## src/rtl/uart_rx_fifo_if.sv

```systemverilog
// ---------------------------------------------------------------------------
// uart_rx_fifo_if
//
// Word-addressed register bus between a CPU-side bridge and the UART receive
// front end.
//
// Signals:
//   rd     - read strobe, one cycle per access
//   we     - write strobe, one cycle per access
//   addr   - word offset (0 DATA, 1 STATUS, 2 CTRL, 3 reserved)
//   wdata  - write data
//   rdata  - registered read data, driven by the peripheral
//
// Modports:
//   master - the bus side that issues accesses
//   slave  - the peripheral side that answers them
// ---------------------------------------------------------------------------
interface uart_rx_fifo_if;
    logic        rd;
    logic        we;
    logic [1:0]  addr;
    logic [31:0] wdata;
    logic [31:0] rdata;

    modport master (output rd, output we, output addr, output wdata, input rdata);
    modport slave  (input rd, input we, input addr, input wdata, output rdata);
endinterface

```

## src/rtl/uart_rx_fifo.sv

```systemverilog
// ---------------------------------------------------------------------------
// uart_rx_fifo
//
// UART receive front end. Deserialises 8N1 frames from uart_rxd, buffers the
// received bytes in a small FIFO and exposes them to the CPU through three
// word-addressed registers. A registered level interrupt is raised while
// the interrupt enable is set and data is waiting.
//
// Parameters:
//   CLK_FREQ - clock frequency in Hz
//   BAUD     - line rate; DIV = CLK_FREQ/BAUD (truncated), at least 4
//   DEPTH    - FIFO entries, power of two, at least 2
//
// Ports:
//   clk      - system clock
//   reset    - asynchronous reset, active low
//   uart_rxd - serial input, idle high, asynchronous to clk
//   bus      - register bus (slave side): rd, we, addr, wdata, rdata
//   irq      - interrupt request, level, active high, registered
//
// Register map (word offsets):
//   0 DATA   R : {24'b0, head byte}, pops one entry; 0 when empty
//   1 STATUS R : {16'b0, count[7:0], 4'b0, ovr, ferr, full, empty}
//            W : wdata[3]=1 clears ovr, wdata[2]=1 clears ferr
//   2 CTRL   RW: bit 0 = ien
//   3 reserved, reads 0
// ---------------------------------------------------------------------------
module uart_rx_fifo #(
    parameter int CLK_FREQ = 25_000_000,
    parameter int BAUD     = 9600,
    parameter int DEPTH    = 8
) (
    input  logic          clk,
    input  logic          reset,
    input  logic          uart_rxd,
    uart_rx_fifo_if.slave bus,
    output logic          irq
);

    localparam int DIV  = CLK_FREQ / BAUD;
    localparam int HALF = DIV / 2;
    localparam int CW   = $clog2(DIV);
    localparam int AW   = $clog2(DEPTH);

    localparam logic [CW-1:0] DIV_LAST   = CW'(DIV - 1);
    localparam logic [CW-1:0] HALF_LAST  = CW'(HALF - 1);
    localparam logic [AW:0]   FULL_COUNT = (AW + 1)'(DEPTH);

    typedef enum logic [2:0] {
        IDLE,
        START,
        DATA,
        STOP,
        BRK
    } rx_state_e;

    // Synchroniser and receiver state
    logic            sync1_q;
    logic            rxs_q;
    rx_state_e       state_q, state_d;
    logic [CW-1:0]   baud_q, baud_d;
    logic [2:0]      idx_q, idx_d;
    logic [7:0]      shift_q, shift_d;
    logic            push_req;
    logic            ferr_set;

    // FIFO storage and bookkeeping
    logic [7:0]      mem [DEPTH];
    logic [AW-1:0]   wptr_q, rptr_q;
    logic [AW:0]     count_q, count_d;
    logic            empty;
    logic            full;
    logic            pop;
    logic            push_ok;
    logic            ovr_set;
    logic [7:0]      count8;

    // Register-side state
    logic            ovr_q, ovr_d;
    logic            ferr_q, ferr_d;
    logic            ien_q, ien_d;
    logic [31:0]     rdata_q, rdata_d;
    logic            irq_q;
    logic            rd_acc;
    logic            status_wr;
    logic            ctrl_wr;

    // Only wdata bits 0, 2 and 3 carry meaning; the rest are intentionally
    // ignored.
    logic            unused_wdata;
    assign unused_wdata = ^{bus.wdata[31:4], bus.wdata[1]};

    // Two-flop synchroniser; idles high so reset never looks like a start bit.
    always_ff @(posedge clk or negedge reset) begin
        if (!reset) begin
            sync1_q <= 1'b1;
            rxs_q   <= 1'b1;
        end else begin
            sync1_q <= uart_rxd;
            rxs_q   <= sync1_q;
        end
    end

    // Receiver state register.
    always_ff @(posedge clk or negedge reset) begin
        if (!reset) begin
            state_q <= IDLE;
            baud_q  <= '0;
            idx_q   <= '0;
            shift_q <= '0;
        end else begin
            state_q <= state_d;
            baud_q  <= baud_d;
            idx_q   <= idx_d;
            shift_q <= shift_d;
        end
    end

    // Receiver next state. START waits half a bit so every later sample
    // lands mid-bit; BRK holds off re-arming until the line returns high so a
    // stuck-low line cannot generate a stream of bogus frames.
    always_comb begin
        state_d  = state_q;
        baud_d   = baud_q;
        idx_d    = idx_q;
        shift_d  = shift_q;
        push_req = 1'b0;
        ferr_set = 1'b0;

        unique case (state_q)
            IDLE: begin
                if (!rxs_q) begin
                    baud_d  = '0;
                    state_d = START;
                end
            end
            START: begin
                if (baud_q == HALF_LAST) begin
                    baud_d = '0;
                    if (!rxs_q) begin
                        idx_d   = '0;
                        state_d = DATA;
                    end else begin
                        state_d = IDLE;
                    end
                end else begin
                    baud_d = baud_q + 1'b1;
                end
            end
            DATA: begin
                if (baud_q == DIV_LAST) begin
                    baud_d         = '0;
                    shift_d[idx_q] = rxs_q;
                    if (idx_q == 3'd7) begin
                        state_d = STOP;
                    end else begin
                        idx_d = idx_q + 3'd1;
                    end
                end else begin
                    baud_d = baud_q + 1'b1;
                end
            end
            STOP: begin
                if (baud_q == DIV_LAST) begin
                    baud_d = '0;
                    if (rxs_q) begin
                        push_req = 1'b1;
                        state_d  = IDLE;
                    end else begin
                        ferr_set = 1'b1;
                        state_d  = BRK;
                    end
                end else begin
                    baud_d = baud_q + 1'b1;
                end
            end
            BRK: begin
                if (rxs_q) begin
                    state_d = IDLE;
                end
            end
            default: begin
                state_d = IDLE;
            end
        endcase
    end

    // Bus decode. A simultaneous read and write performs only the write.
    assign rd_acc    = bus.rd & ~bus.we;
    assign status_wr = bus.we & (bus.addr == 2'd1);
    assign ctrl_wr   = bus.we & (bus.addr == 2'd2);

    // FIFO control. A pop in the same cycle frees the slot a push into a full
    // FIFO needs, so only a push without a pop overruns.
    assign empty   = (count_q == '0);
    assign full    = (count_q == FULL_COUNT);
    assign pop     = rd_acc & (bus.addr == 2'd0) & ~empty;
    assign push_ok = push_req & (~full | pop);
    assign ovr_set = push_req & full & ~pop;
    assign count8  = 8'(count_q);

    always_comb begin
        count_d = count_q;
        case ({push_ok, pop})
            2'b10:   count_d = count_q + 1'b1;
            2'b01:   count_d = count_q - 1'b1;
            default: count_d = count_q;
        endcase
    end

    // FIFO storage has no reset; only slots below count are ever read.
    always_ff @(posedge clk) begin
        if (push_ok) begin
            mem[wptr_q] <= shift_q;
        end
    end

    // FIFO pointers and occupancy.
    always_ff @(posedge clk or negedge reset) begin
        if (!reset) begin
            wptr_q  <= '0;
            rptr_q  <= '0;
            count_q <= '0;
        end else begin
            if (push_ok) begin
                wptr_q <= wptr_q + 1'b1;
            end
            if (pop) begin
                rptr_q <= rptr_q + 1'b1;
            end
            count_q <= count_d;
        end
    end

    // Sticky flags, enable and read data. Software clears are applied first
    // so a receiver event in the same cycle wins.
    always_comb begin
        ovr_d   = ovr_q;
        ferr_d  = ferr_q;
        ien_d   = ien_q;
        rdata_d = rdata_q;

        if (status_wr && bus.wdata[3]) begin
            ovr_d = 1'b0;
        end
        if (status_wr && bus.wdata[2]) begin
            ferr_d = 1'b0;
        end
        if (ovr_set) begin
            ovr_d = 1'b1;
        end
        if (ferr_set) begin
            ferr_d = 1'b1;
        end
        if (ctrl_wr) begin
            ien_d = bus.wdata[0];
        end

        if (rd_acc) begin
            case (bus.addr)
                2'd0:    rdata_d = empty ? 32'h0 : {24'h0, mem[rptr_q]};
                2'd1:    rdata_d = {16'h0, count8, 4'h0, ovr_q, ferr_q, full, empty};
                2'd2:    rdata_d = {31'h0, ien_q};
                default: rdata_d = 32'h0;
            endcase
        end
    end

    // Register-side state, including the registered interrupt.
    always_ff @(posedge clk or negedge reset) begin
        if (!reset) begin
            ovr_q   <= 1'b0;
            ferr_q  <= 1'b0;
            ien_q   <= 1'b0;
            rdata_q <= 32'h0;
            irq_q   <= 1'b0;
        end else begin
            ovr_q   <= ovr_d;
            ferr_q  <= ferr_d;
            ien_q   <= ien_d;
            rdata_q <= rdata_d;
            irq_q   <= ien_q & ~empty;
        end
    end

    assign bus.rdata = rdata_q;
    assign irq       = irq_q;

endmodule

```

## src/flat_wrapper.sv

```systemverilog
// flat-port wrapper written by rule: the top's interface ports become plain ports
module uart_rx_fifo_flat 
#(
    parameter int CLK_FREQ = 25_000_000,
    parameter int BAUD     = 9600,
    parameter int DEPTH    = 8
)
  (clk, reset, uart_rxd, irq, bus_rd, bus_we, bus_addr, bus_wdata, bus_rdata);
  uart_rx_fifo_if bus_i ();
  input  logic clk;
  input  logic reset;
  input  logic uart_rxd;
  output logic irq;
  input wire logic [$bits(bus_i.rd)-1:0] bus_rd;
  input wire logic [$bits(bus_i.we)-1:0] bus_we;
  input wire logic [$bits(bus_i.addr)-1:0] bus_addr;
  input wire logic [$bits(bus_i.wdata)-1:0] bus_wdata;
  output wire logic [$bits(bus_i.rdata)-1:0] bus_rdata;
  assign bus_i.rd = bus_rd;
  assign bus_i.we = bus_we;
  assign bus_i.addr = bus_addr;
  assign bus_i.wdata = bus_wdata;
  assign bus_rdata = bus_i.rdata;
  uart_rx_fifo #(.CLK_FREQ(CLK_FREQ), .BAUD(BAUD), .DEPTH(DEPTH)) u_core (.clk(clk), .reset(reset), .uart_rxd(uart_rxd), .bus(bus_i), .irq(irq));
endmodule
```

## config.mk

```make
export PLATFORM = sky130hd
export DESIGN_NAME = uart_rx_fifo_flat
export DESIGN_NICKNAME = d
export VERILOG_FILES = /design/src/rtl/uart_rx_fifo_if.sv /design/src/rtl/uart_rx_fifo.sv /design/src/flat_wrapper.sv
export SDC_FILE = /design/constraint.sdc
export NUM_CORES = 1
export LEC_CHECK = 0
export CAP_MARGIN = 20
export CELL_PAD_IN_SITES_DETAIL_PLACEMENT = 1
export CELL_PAD_IN_SITES_GLOBAL_PLACEMENT = 1
export CORE_MARGIN = 2
export CORE_UTILIZATION = 40
export DETAILED_ROUTE_END_ITERATION = 7
export MAX_ROUTING_LAYER = met4
export PLACE_DENSITY_LB_ADDON = 0.1
export SLEW_MARGIN = 10
export SYNTH_ARGS = -nofsm -noshare
export SYNTH_HDL_FRONTEND = slang
export SYNTH_SLANG_ARGS = --single-unit
```

## constraint.sdc

```tcl
create_clock -name clk -period 2.7 [get_ports clk]
set_clock_uncertainty 0.15 [all_clocks]
set_input_delay 0.54 -clock clk [delete_from_list [all_inputs] [get_ports clk]]
set_output_delay 0.54 -clock clk [all_outputs]
set_load 0.02 [all_outputs]
```

# After elaboration in Yosys (flattened, before gate mapping)
# Memories as Yosys holds them, arrays and structs flattened.
# Index checks and enable logic that the tools add are counted.
[word_totals]
inputBits = 39
latchBits = 0
reg_bits = 74
mem_count = 1
mem_bits_rw = 64
output_inout_bits = 33
romBits = 0
[op_classes]
bitwise = 14
n_lt_le_gt_ge = 2
n_shift = 0
muxes = 36
mul = 0
div_mod_pow = 0
n_addsub = 6
n_reduce_logical = 16
eq_ne = 20
[mem_list]
columns = ["memory", "depth", "width", "rd", "rd_ports_with_merged_regs", "write_ports", "line", "rtl"]
rows = [
  ["u_core.mem", 8, 8, 1, 0, 1, "uart_rx_fifo.sv:68", "logic [7:0] mem [DEPTH];"],
]
[op_table]
columns = ["cell", "n"]
rows = [
  ["case mux 32 bit (3 select lines)", 1],
  ["two-way mux 12 bit", 3],
  ["case mux 12 bit (3 select lines)", 1],
  ["two-way mux 3 bit", 11],
  ["case mux 3 bit (5 select lines)", 1],
  ["two-way mux 1 bit", 13],
  ["adder 12 x 1 -> 12 bit, second input constant", 1],
  ["equality test 12 x 11 -> 1 bit, second input constant", 1],
  ["equality test 12 bit, second input constant", 1],
  ["!= test 2 x 1 -> 1 bit, second input constant", 5],
  ["adder 3 x 1 -> 3 bit, second input constant", 3],
  ["AND 1 bit", 9],
  ["bitwise mux 8 bit", 1],
  ["two-way mux 8 bit", 1],
  ["case mux 4 bit (2 select lines)", 1],
  ["nonzero test 2 bit", 4],
  ["equality test 3 x 2 -> 1 bit, second input constant", 2],
  ["equality test 3 bit, second input constant", 2],
  ["!= test 2 bit, second input constant", 3],
  ["case mux 3 bit (2 select lines)", 1],
  ["AND reduction 6 bit", 1],
  ["AND reduction 5 bit", 1],
  ["adder 4 x 1 -> 4 bit, second input constant", 1],
  ["equality test 2 x 1 -> 1 bit, second input constant", 2],
  ["other kinds (17)", 24],
]

# Depth between registers and ports, before layout
[depth]
ltp_word = 8
ltp_mapped = 10
mapped_depth_nobuf = 9

# Worst setup path after synthesis
# OpenSTA, ideal clock, no wires.
[synth_path]
kind = "register to register"
startpoint = "register u_core.baud_q[0]"
endpoint = "memory u_core.mem[0][0] (enable)"
setup_time_ns = 0.383
t_required_ns = 2.167
arrival_ns = 2.120
period_less_slack_ns = 2.653
path_stages_with_launch = 8
slack_ns = 0.047
cell_sequence = "dfrtp_1 ha_1 and4bb_2 and3_1 buf_6 and2_1 nand3b_1 nor3_1"
[synth_between]
elab_chain_cells = 6
[synth_lines]
columns = ["element", "line", "rtl"]
rows = [
  ["from (decl)", "uart_rx_fifo.sv:61", "logic [CW-1:0] baud_q, baud_d;"],
  ["from (signal assigned)", "uart_rx_fifo.sv:113", "baud_q <= baud_d;"],
  ["equality test 12 bit", "uart_rx_fifo.sv:164", "if (baud_q == DIV_LAST) begin"],
  ["two-way mux 1 bit", "uart_rx_fifo.sv:164", ""],
  ["two-way mux 1 bit", "uart_rx_fifo.sv:130", "unique case (state_q)"],
  ["AND 1 bit", "uart_rx_fifo.sv:198", "assign push_ok = push_req & (~full | pop);"],
  ["two-way mux 1 bit", "uart_rx_fifo.sv:213", "if (push_ok) begin"],
  ["two-way mux 1 bit (implied by the code)", "uart_rx_fifo.sv:214", "mem[wptr_q] <= shift_q;"],
  ["to (decl)", "uart_rx_fifo.sv:68", ""],
]
# Every way passes these cells.

# Worst setup path in the final report
[layout_path]
startpoint = "register u_core.baud_q[0]"
endpoint = "memory u_core.mem[3][2] (enable)"
# Same word-level chain as after synthesis.

==> out/results.tsv <==
stage	metric	value	unit
run_status	status	finished clean	
routing	highest metal layer used by the detailed router	met4	
synth	flip-flop cell with the highest count after synthesis	edfxtp_1	
sta	Worst-Margin Slew	0.668	ns
worst_setup_path	CP cell instances	ha_1 > and4bb_2 > and3_1 > and2_1 > nand3_1 > nor2_1 > buf_4	
cells_and_area	number of antenna diodes	0	
hold_path	hold wc startpoint	u_core.sync1_q$_DFF_PN1_	
global_route	first-pass GRT wire length	18.2	mm
place	total instance count after detailed placement	585	
power_and_ir_drop	P_leak	2.73	nW
routing	detailed-routing wirelength on met1	5.14	mm
cts	CTS tree	done	
synth	sequential-to-total area share from yosys stat	0.607	
global_route	overall overflow remaining after global route	0	
synth	async set-or-reset flop fraction in the synthesized netlist	0.458	
synth	most area-hungry cell type in the Yosys netlist	edfxtp_1	
run	max-capacitance violation count	0	
synth	Unique masters post-synth	61	
cells_and_area	# nets final	475	
sta	max-slew headroom at the worst pin	0.555	
worst_setup_path	startpoint types	register	
worst_setup_path	Worst Path Buf+Inv	1	
cts	sinks on the clock net	118	
routing	total met2 wirelength after detailed routing	5.35	mm
routing	DR vias	3174	
routing	Pre-Repair DR Iteration Count	4	
sta	Fin Setup TNS	0	ns
floorplan	standard-cell row count	42	
power_and_ir_drop	ratio of total power to cell area	739	nW/µm²
power_and_ir_drop	largest vdd supply drop	379	µV
sta	count of endpoints failing setup in the final report	0	
sta	post-layout minimum cycle time	2.44	ns
global_route	initial antenna violation count	0	
routing	number of nets with antenna violations after routing	0	
cells_and_area	fillcell total	1318	
power_and_ir_drop	clock network power share	0.448	
place	pre-CTS setup slack	-0.121	ns
routing	routed wire length per instance	17.8	µm
worst_setup_path	arrival time at the worst endpoint	2.41	ns
power_and_ir_drop	share of total power consumed by net switching	0.250	
synth	number of synthesized flops with an enable pin	64	
synth	Yosys reg bits	118	
global_route	vias in the first global route	3418	
worst_setup_path	Top Family by Delay on Critical Path	simple AND/OR/NAND/NOR gates	
cts	CTS Root Cell	clkbuf_16	
cells_and_area	Multi-input gate area	1900	µm²
floorplan	starting density of the core	0.409	
sta	worst hold margin	0.204	ns
cts	H-tree lvl count	4	
synth	area share of the leading cell type in the synthesized netlist	0.356	
power_and_ir_drop	Logic pwr share	0.113	
cts	source-to-sink clock delay at the later pin of the worst-skew pair	0.41	ns
floorplan	# IOs	72	
floorplan	full die area	14400	µm²
place	number of buffer cells added on primary ports	22	
worst_setup_path	timing startpoint of the critical path	u_core.baud_q[0]$_DFFE_PN0P_	
worst_setup_path	source of the worst register-to-register timing path	u_core.baud_q[0]$_DFFE_PN0P_	
synth	average instance area after synthesis	14.3	µm²
worst_setup_path	critical path capture point type	register	
power_and_ir_drop	register share of total power	0.438	
cells_and_area	proportion of layout cells with a drive suffix above 1	0.238	
cells_and_area	Syn-to-layout area delta	19.2	%
synth	cell types with the largest area share after synthesis	edfxtp_1, dfrtp_1, mux4_2	
cts	Hold Buf Count CTS	1	
floorplan	chip height	120	µm
cts	buffers inserted by post-CTS timing repair	0	
cts	Clock Tree Buf Depth	2	
cells_and_area	final instance count without filler cells	618	
place	placed wire-length estimate	7.66	mm
sta	unrepaired setup endpoints after global routing	false	
sta	number of endpoints with negative hold slack in the final report	0	
cts	Worst-path clk slew	0.05	ns
power_and_ir_drop	Psw	1.19	mW
sta	period utilisation layout	0.904	
cts	TritonCTS Buffers	17	
worst_setup_path	data required time of the critical path	2.67	ns
global_route	all-layer global routing usage	0.174	
synth	gate count after technology mapping	378	
worst_setup_path	biggest cell delay along the critical path	0.43	ns
floorplan	Floorplan Core Area	13200	µm²
sta	max-slew violation count	0	
sta	setup ws final	0.260	ns
routing	number of design-rule violations left by the first detailed-router iteration	176	
routing	final routed wirelength across all metal layers	11.0	mm
cts	number of gates resized after CTS	0	
worst_setup_path	Critical Path Slowest Stage Cell	dfrtp_1	
routing	met3 wirelength from detailed routing	311	µm
floorplan	Horiz. Die Dim	120	µm
global_route	pin count of the biggest net entering global routing	55	
worst_setup_path	Max FO, Critical Path	6	
worst_setup_path	type of the setup path with the least slack	register to register	
routing	average via count per standard cell	5.14	
sta	highest achievable clock rate	0.410	GHz
power_and_ir_drop	cell-internal power	3.57	mW
hold_path	Hold WC Path Type	register to register	
routing	DRC errors left	0	
cells_and_area	area of all sequential standard cells	3280	µm²
place	RePlAce Congestion	0.750	
synth	yosys warns	0	
synth	Mapped Area	5390	µm²
## cell usage in the layout (no fill, tap or decap), types with 9 or more instances in the layout
cell	instances
clkbuf_16	17
clkdlybuf4s50_1	21
nand2_1	28
nand3_1	9
a21oi_1	9
dfrtp_1	52
a22o_1	10
edfxtp_1	64
conb_1	20
buf_4	28
mux4_2	16
nor2_1	16
o21ai_0	12
## logic make-up after synthesis
logic type / count (synthesis) / synth area share
compound gates: 55 / 0.0714
xor+xnor: 11 / 0.0179
fa+ha+maj: 7 / 0.0162
buf+inv: 42 / 0.0529
flops: 118 / 0.607
mux: 35 / 0.109
other cells: 1 / 0.000695
simple gates: 109 / 0.125
## path summary, 6_finish.rpt
check,endpoint,slack [ns],cells past startpoint
worst min-delay path,u_core.rxs_q$_DFF_PN1_,0.20,0
worst max register to register,u_core.mem[3][2]$_DFFE_PP_,0.26,7
min in group asynchronous,u_core.count_q[2]$_DFFE_PN0P_,0.51,3
worst min register to register,u_core.rxs_q$_DFF_PN1_,0.20,0
max in group asynchronous,u_core.rxs_q$_DFF_PN1_,1.58,3
worst max-delay path,u_core.mem[3][2]$_DFFE_PP_,0.26,7
## sequential cells by signal, summed over array words and instances (netlist names), 3 cells and up
register          flops
u_core.idx_q          3
u_core.baud_q        12
u_core.state_q        3
u_core.shift_q        8
u_core.wptr_q         3
u_core.bus.rdata     12
u_core.mem           64
u_core.rptr_q         3
u_core.count_q        4
## worst reg2reg max path: stages (launching register included)
cell and delay [ns]:
dfrtp_1 0.43, ha_1 0.22, and4bb_2 0.26, and3_1 0.27, and2_1 0.23, nand3_1 0.17
nor2_1 0.22, buf_4 0.20
## synthesized netlist by cell type (all sizes together), types with 8 or more instances
master and n:
edfxtp 64, dfrtp 52, buf 36, nand2 28
nor2 17, mux4 16, o21ai 12, mux2 11
a21oi 10, a22o 10, nand3 10, a31oi 8
mux2i 8
## routing by layer
metal	up-vias	global-route usage
met5	-	-
met4	0	0.0772
met3	17	0.0380
met2	43	0.275
met1	1621	0.215
li1	1493	-
## power by group through the flow
stage | registers (mW) | clock network (mW) | logic, mW
after floorplan | 2.07 | 0 | 0.441
after global placement | 2.12 | 0 | 0.538
after detailed placement | 2.12 | 0 | 0.549
after CTS | 2.09 | 2.18 | 0.554
after global routing | 2.10 | 2.25 | 0.596
final | 2.08 | 2.13 | 0.538
## cell type report
class,instances,share of cell area
Clock buffer,17,0.0662
Clock inverter,15,0.0212
Inverter,3,0.00175
Multi-Input combinational cell,237,0.296
Sequential cell,118,0.510
Tap cell,176,0.0343
Timing Repair Buffer,52,0.0708
## per-stage QoR
| stage | util | total power [mW] | instance area, µm² |
|---|---|---|---|
| final | 0.487 | 4.75 | 6430 |
| after global placement | 0.444 | 2.66 | 5860 |
| after detailed placement | 0.444 | 2.67 | 5860 |
| after floorplan | - | 2.51 | 5470 |
| after CTS | 0.487 | 4.82 | 6430 |
| after global routing | 0.487 | 4.94 | 6430 |
Power figures use the tool's default switching activity.
